`src/rtl/lock_pkg.sv`:
```
// Shared types and default constants for the combination-lock sequencer.
package lock_pkg;

    // Sequencer states; the encoding is also visible on the debug state port.
    typedef enum logic [2:0] {
        IDLE     = 3'd0,
        ENTRY    = 3'd1,
        CHECK    = 3'd2,
        UNLOCKED = 3'd3,
        SETUP    = 3'd4,
        BURST    = 3'd5,
        LOCKOUT  = 3'd6
    } lock_state_t;

    // Digit and index widths for the default password geometry.
    localparam int DEF_DIGITS  = 4;
    localparam int DEF_DIGIT_W = 4;
    localparam int DEF_IDX_W   = $clog2(DEF_DIGITS);

    // Default timing constants (50 MHz system clock).
    localparam int DEF_MAX_FAILS      = 3;
    localparam int DEF_UNLOCK_CYCLES  = 150_000_000;
    localparam int DEF_LOCKOUT_CYCLES = 250_000_000;
    localparam int DEF_CMP_TIMEOUT    = 15;

    // Width of the shared down-counter; covers the longest window.
    localparam int TIMER_W = 32;

endpackage

```
`src/rtl/lock_timer.sv`:
```
// Loadable down-counter shared by the unlock window, the lockout window and
// the compare timeout. done is high in the last counted cycle, so a window
// loaded with N keeps its owner in place for exactly N cycles.
module lock_timer
    import lock_pkg::*;
#(
    parameter int W = TIMER_W
) (
    input  logic         clk,
    input  logic         rst_n,
    input  logic         load,
    input  logic [W-1:0] load_val,
    input  logic         pause,
    output logic         done
);

    logic [W-1:0] count;

    // Load has priority; otherwise count down to zero unless paused.
    always_ff @(posedge clk or negedge rst_n) begin
        if (!rst_n) begin
            count <= '0;
        end else if (load) begin
            count <= load_val;
        end else if (!pause && count != '0) begin
            count <= count - W'(1);
        end
    end

    assign done = (count == W'(1));

endmodule

```
`src/rtl/lock_sequencer.sv`:
```
// Sequencing controller for the combination lock: turns button pulses and
// switch digits into the per-digit write / compare / clear strobes for the
// code checker, and owns the attempt counter, unlock window, password-setup
// burst and post-failure lockout.
//
// Handshake: digit_req / submit_req / store_req are single-cycle pulses with
// no ready; a request is acted on in the cycle it is high or dropped. All
// outputs are registered, so every response appears one cycle later.
module lock_sequencer
    import lock_pkg::*;
#(
    parameter int DIGITS         = DEF_DIGITS,
    parameter int DIGIT_W        = DEF_DIGIT_W,
    parameter int MAX_FAILS      = DEF_MAX_FAILS,
    parameter int UNLOCK_CYCLES  = DEF_UNLOCK_CYCLES,
    parameter int LOCKOUT_CYCLES = DEF_LOCKOUT_CYCLES,
    parameter int CMP_TIMEOUT    = DEF_CMP_TIMEOUT
) (
    input  logic                             clk,
    input  logic                             system_reset_n,
    input  logic                             digit_req,
    input  logic                             submit_req,
    input  logic                             store_req,
    input  logic [DIGIT_W-1:0]               digit,
    input  logic                             correct_password,
    input  logic                             incorrect_password,
    output logic [DIGIT_W-1:0]               bits,
    output logic [$clog2(DIGITS)-1:0]        digit_idx,
    output logic                             input_value,
    output logic                             store_value,
    output logic                             compare,
    output logic                             input_reset,
    output logic                             unlock,
    output logic                             sleep,
    output logic [$clog2(MAX_FAILS+1)-1:0]   fail_count,
    output logic [2:0]                       dbg_state
);

    localparam int IDX_W = $clog2(DIGITS);
    localparam int CNT_W = IDX_W + 1;
    localparam int FC_W  = $clog2(MAX_FAILS + 1);
    localparam logic [CNT_W-1:0] FULL = CNT_W'(DIGITS);

    lock_state_t              state, state_n;
    logic [CNT_W-1:0]         count_q, count_n;
    logic [DIGIT_W-1:0]       shadow_q [DIGITS];
    logic [DIGIT_W-1:0]       shadow_n [DIGITS];

    logic [DIGIT_W-1:0]       bits_n;
    logic [IDX_W-1:0]         idx_n;
    logic                     input_value_n, store_value_n, compare_n, input_reset_n;
    logic                     unlock_n, sleep_n;
    logic [FC_W-1:0]          fail_n;

    logic                     t_load, t_pause, t_done;
    logic [TIMER_W-1:0]       t_val;
    logic                     fail_evt, pass_evt;

    lock_timer #(.W(TIMER_W)) u_timer (
        .clk      (clk),
        .rst_n    (system_reset_n),
        .load     (t_load),
        .load_val (t_val),
        .pause    (t_pause),
        .done     (t_done)
    );

    assign dbg_state = state;

    // State, digit counter, shadow buffer and every output are flops.
    always_ff @(posedge clk or negedge system_reset_n) begin
        if (!system_reset_n) begin
            state       <= IDLE;
            count_q     <= '0;
            shadow_q    <= '{default: '0};
            bits        <= '0;
            digit_idx   <= '0;
            input_value <= 1'b0;
            store_value <= 1'b0;
            compare     <= 1'b0;
            input_reset <= 1'b0;
            unlock      <= 1'b0;
            sleep       <= 1'b0;
            fail_count  <= '0;
        end else begin
            state       <= state_n;
            count_q     <= count_n;
            shadow_q    <= shadow_n;
            bits        <= bits_n;
            digit_idx   <= idx_n;
            input_value <= input_value_n;
            store_value <= store_value_n;
            compare     <= compare_n;
            input_reset <= input_reset_n;
            unlock      <= unlock_n;
            sleep       <= sleep_n;
            fail_count  <= fail_n;
        end
    end

    // Next state, next outputs and timer control.
    always_comb begin
        state_n       = state;
        count_n       = count_q;
        shadow_n      = shadow_q;
        bits_n        = bits;
        idx_n         = digit_idx;
        input_value_n = 1'b0;
        store_value_n = 1'b0;
        compare_n     = 1'b0;
        input_reset_n = 1'b0;
        unlock_n      = unlock;
        sleep_n       = sleep;
        fail_n        = fail_count;
        t_load        = 1'b0;
        t_val         = '0;
        t_pause       = 1'b0;
        fail_evt      = 1'b0;
        pass_evt      = 1'b0;

        case (state)
            IDLE, ENTRY: begin
                // Submit outranks digit, but means nothing before any digit.
                if (submit_req && state == ENTRY) begin
                    if (count_q == FULL) begin
                        compare_n = 1'b1;
                        t_load    = 1'b1;
                        t_val     = TIMER_W'(CMP_TIMEOUT);
                        state_n   = CHECK;
                    end else begin
                        fail_evt = 1'b1;
                    end
                end else if (digit_req && count_q < FULL) begin
                    bits_n        = digit;
                    idx_n         = count_q[IDX_W-1:0];
                    input_value_n = 1'b1;
                    count_n       = count_q + CNT_W'(1);
                    state_n       = ENTRY;
                end
            end

            CHECK: begin
                // The checker needs the compare cycle itself; results and the
                // timeout only count from the following cycle.
                t_pause = compare;
                if (!compare) begin
                    if (incorrect_password) begin
                        fail_evt = 1'b1;
                    end else if (correct_password) begin
                        pass_evt = 1'b1;
                    end else if (t_done) begin
                        fail_evt = 1'b1;
                    end
                end
            end

            UNLOCKED: begin
                // Window expiry wins over a store request in its last cycle.
                if (t_done) begin
                    unlock_n = 1'b0;
                    state_n  = IDLE;
                end else if (store_req) begin
                    count_n = '0;
                    state_n = SETUP;
                end
            end

            SETUP: begin
                // The unlock window is frozen while a new password is typed.
                t_pause = 1'b1;
                if (submit_req) begin
                    if (count_q == FULL) begin
                        store_value_n = 1'b1;
                        idx_n         = '0;
                        bits_n        = shadow_q[0];
                        count_n       = CNT_W'(1);
                        state_n       = BURST;
                    end else begin
                        count_n = '0;
                        state_n = UNLOCKED;
                    end
                end else if (digit_req && count_q < FULL) begin
                    shadow_n[count_q[IDX_W-1:0]] = digit;
                    count_n = count_q + CNT_W'(1);
                end
            end

            BURST: begin
                // Slot 0 went out on entry; stream the rest, then relock.
                t_pause = 1'b1;
                if (count_q < FULL) begin
                    store_value_n = 1'b1;
                    idx_n         = count_q[IDX_W-1:0];
                    bits_n        = shadow_q[count_q[IDX_W-1:0]];
                    count_n       = count_q + CNT_W'(1);
                end else begin
                    unlock_n = 1'b0;
                    count_n  = '0;
                    state_n  = IDLE;
                end
            end

            LOCKOUT: begin
                if (t_done) begin
                    sleep_n = 1'b0;
                    fail_n  = '0;
                    count_n = '0;
                    state_n = IDLE;
                end
            end

            default: state_n = IDLE;
        endcase

        // Attempt outcomes shared by short submits, failed compares and timeouts.
        if (fail_evt) begin
            input_reset_n = 1'b1;
            count_n       = '0;
            if (int'(fail_count) + 1 >= MAX_FAILS) begin
                sleep_n = 1'b1;
                t_load  = 1'b1;
                t_val   = TIMER_W'(LOCKOUT_CYCLES);
                state_n = LOCKOUT;
            end else begin
                fail_n  = fail_count + FC_W'(1);
                state_n = IDLE;
            end
        end

        if (pass_evt) begin
            fail_n        = '0;
            input_reset_n = 1'b1;
            unlock_n      = 1'b1;
            count_n       = '0;
            t_load        = 1'b1;
            t_val         = TIMER_W'(UNLOCK_CYCLES);
            state_n       = UNLOCKED;
        end
    end

endmodule

```
`config.mk`:
```
export PLATFORM = sky130hd
export DESIGN_NAME = lock_sequencer
export DESIGN_NICKNAME = d
export VERILOG_FILES = /design/src/rtl/lock_pkg.sv /design/src/rtl/lock_timer.sv /design/src/rtl/lock_sequencer.sv
export SDC_FILE = /design/constraint.sdc
export NUM_CORES = 1
export LEC_CHECK = 0
export CELL_PAD_IN_SITES_DETAIL_PLACEMENT = 0
export CELL_PAD_IN_SITES_GLOBAL_PLACEMENT = 2
export CORE_MARGIN = 3
export CORE_UTILIZATION = 38
export DETAILED_ROUTE_END_ITERATION = 10
export GPL_TIMING_DRIVEN = 0
export PLACE_DENSITY = 0.92
export SLEW_MARGIN = 20
export SYNTH_ARGS = -nofsm -noshare
export SYNTH_HDL_FRONTEND = slang
export SYNTH_SLANG_ARGS = --single-unit
```
`constraint.sdc`:
```
create_clock -name clk -period 3.47 [get_ports clk]
set_input_delay 0.694 -clock clk [delete_from_list [all_inputs] [get_ports clk]]
set_output_delay 0.694 -clock clk [all_outputs]
set_load 0.1 [all_outputs]
```
==> results.tsv <==
metric	value	unit
outcome	finished clean	
vias per std cell	5.77	
setup ws final	0.310	ns
fin nets	497	
first-iteration detailed-routing DRC count	209	
Combinational Power Share	3.8	%
EDFF count, synth	0	
Syn. warnings	0	
CTS Hold Bufs	0	
Post-synth top cells	dfrtp_1 (68), nor2_1 (44), nand2_1 (36)	
Chip Height	110	µm
crit-path cells	or4_4 > or4_1 > buf_2 > nor4_1 > o41ai_1 > a31oi_1 > mux2_2	
Pre-Repair DR Iteration Count	5	
Synth Register Bits	68	
Crit. Startpoint	u_timer.count[12]	
Bufs and invs on worst path	1	
top_reg_cell synth	dfrtp_1	
max-slew violations	0	
Filler Cell Count	1022	
slowest stage delay, CP	0.58	ns
dpl cells	604	
TritonCTS clock tree	done	
post-CTS setup buffers	0	
CP required	3.72	ns
WL per Instance	17.9	µm
DRC	0	
Arr. time, crit path	3.41	ns
initial antenna violation count	0	
clock skew	0.0105	ns
ANT cells	0	
worst-path maximum fanout	6	
min cycle time layout	3.16	ns
syn_area_per_cell	9.31	µm²
sw frac	25.2	%
end point of the critical path	dbg_state[1]	
Layout Area Growth over Synthesis	16.6	%
switching pwr	0.000387	W
Row Count	37	
family with the most delay on the worst path	simple AND/OR/NAND/NOR gates	
most common cell in the synthesized netlist	dfrtp_1	
Hold Path Class	in -> async	
number of stages on the worst setup path	7	
share of the synthesized area in the top cell type	41.6	%
setup violators final	0	
post-cts resize count	2	
Die ar.	12100	µm²
headroom to the max-slew limit	33.7	%
Die X	110	µm
core area	10400	µm²
grt ovf	0	
maximum buffer depth of the clock tree	2	
RSZ-0062 raised after global routing	no	
Detailed Place HPWL	8030	µm
Power Internal	0.00115	W
number of CTS-inserted buffers	9	
Area contributors post-synth	dfrtp_1 (42%), mux2_2 (4.7%), xnor2_1 (4.5%), nor2_1 (4.0%), nand2_1 (3.3%)	
MaxCap Viol Count	0	
CTS Sinks	68	
setup TNS	0	ns
sequential element share of the synthesized area	41.6	%
final period utilization	91.1	%
crit path max-delay cell type	or4_4	
final number of hold-violating endpoints	0	
initial core utilization	39.3	%
vias in the first global route	3565	
Leakage	1.95	nW
Reg2Reg Depth	7	
crit path launch type	register	
detailed-route wire length	11100	µm
IR drop worst, VDD	0.198	mV
clock latency on the worst-skew pair	0.35	ns
Tot GR Track Use	20.0	%
Post-Layout Cell Count	619	
worst r2r src	u_timer.count[12]	
Synth cell types	62	
Flop pwr share	51.8	%
vias	3569	
mapped cell area	4100	µm²
Worst setup EP type	register	
Peak Freq	316	MHz
io pins	28	
worst slack at placement	-0.238	ns
htree depth	3	
PwrDens	321	nW/µm²
Setup CP Type	reg -> reg	
post-route ant nets	0	
cell count after synthesis	440	
Buffers on Ports	27	
cell accounting for the most synthesized area	dfrtp_1	
Placer Congestion	0.895	
first-pass GRT wire length	18600	µm
fraction of registers with async set/reset	100	%
clock share of power	44.4	%
pin count of the biggest net entering global routing	48	
share of post-route cells with drive strength above 1	12.4	%
worst-margin pin slew	0.991	ns
syn_nets	459	
clock slew at reported path FFs	0.08	ns
root buffer cell	clkbuf_8	
reg2reg end	dbg_state[1]	
Util after Layout	45.8	%
register-to-register setup slack	0.31	ns
worst reg2reg max path, cell delays in order (launching register included):
cell and delay [ns]:
dfrtp_1 0.42, or4_4 0.58, or4_1 0.41, buf_2 0.18
nor4_1 0.58, o41ai_1 0.19, a31oi_1 0.34, mux2_2 0.37
worst min path at each step:
stage	start	endpoint	slack (ns)	depth (start not counted)
global placement	unlock	unlock	0.47	1
floorplan	system_reset_n	bits[0]	0.40	0
finish	system_reset_n	u_timer.count[15]	0.23	1
global route	system_reset_n	u_timer.count[4]	0.22	1
CTS	system_reset_n	u_timer.count[0]	0.23	1
detailed placement	bits[1]	bits[1]	0.48	2
power groups by stage:
stage	clock (W)	sequential [W]	combinational, W
2_1_floorplan	0	0.000820	0.00000818
5_1_grt	0.000746	0.000796	0.0000637
3_5_place_dp	0	0.000811	0.0000593
6_report	0.000681	0.000795	0.0000584
3_3_place_gp	0	0.000811	0.0000554
4_1_cts	0.000693	0.000795	0.0000595
stage by stage:
| stage | total power, W | instance area, µm² | hold WS [ns] |
|---|---|---|---|
| floorplan | 0.000829 | 4100 | 0.398 |
| global placement | 0.000866 | 4540 | 0.471 |
| detailed placement | 0.000870 | 4570 | 0.478 |
| CTS | 0.00155 | 4770 | 0.226 |
| global route | 0.00161 | 4770 | 0.225 |
| finish | 0.00153 | 4770 | 0.232 |
cell usage in the layout (no fill, tap or decap), types with 5 or more instances in the layout:
cell type / netlist / routed
clkbuf_1: 17 / 16
o21ai_0: 24 / 23
clkdlybuf4s50_1: 0 / 26
mux2_2: 17 / 17
xnor2_1: 21 / 21
and3_1: 6 / 6
a31oi_1: 6 / 5
inv_1: 16 / 16
dfrtp_1: 68 / 68
o211ai_1: 5 / 5
nand2_1: 36 / 36
nor3_1: 18 / 18
nand3_1: 13 / 13
or4_1: 6 / 6
o31ai_1: 6 / 6
clkbuf_8: 0 / 9
ha_1: 8 / 8
a21o_1: 8 / 8
a21oi_1: 22 / 22
nor2_1: 44 / 43
mux2i_1: 6 / 6
or3_1: 8 / 8
nor4_1: 16 / 16
flip-flops by register name (all words and copies together) (netlist names):
| signal | flops |
|---|---|
| bits | 4 |
| compare | 1 |
| count_q | 3 |
| dbg_state | 3 |
| digit_idx | 2 |
| fail_count | 2 |
| input_reset | 1 |
| input_value | 1 |
| shadow_q | 16 |
| sleep | 1 |
| store_value | 1 |
| u_timer.count | 32 |
| unlock | 1 |
layout make-up:
class / instances / area (µm²) / area share [%]
clock inverters: 7 / 77.6 / 1.63
flip-flops and latches: 68 / 1700 / 35.6
multi-input cells: 333 / 2250 / 47.1
clock buffers: 9 / 124 / 2.60
plain buffers: 21 / 93.8 / 1.97
well taps: 136 / 170 / 3.56
inverters: 17 / 65.1 / 1.36
repair buffers: 28 / 295 / 6.19
routing by layer:
| metal | up-vias | global-route usage, % | share of wire, % |
|---|---|---|---|
| met1 | 1746 | 27.7 | 46 |
| met4 | 0 | 8.10 | 1.7 |
| met3 | 20 | 3.82 | 5.5 |
| met2 | 105 | 30.8 | 47 |
| met5 | - | 0 | 0 |
| li1 | 1698 | - | - |
cells by family (layout without fill, tap and decap cells):
group | count (synthesis) | count (layout) | synth area share [%]
adder cells (fa/ha/maj) | 8 | 8 | 2.44
multiplexers | 27 | 27 | 8.34
AND/OR/NAND/NOR | 174 | 174 | 22.2
buffers and inverters | 39 | 82 | 3.94
XOR/XNOR | 21 | 21 | 4.49
AO/OA/AOI/OAI | 103 | 103 | 17.0
flip-flops | 68 | 68 | 41.6
Note: power is estimated with default switching activity, not from simulation.
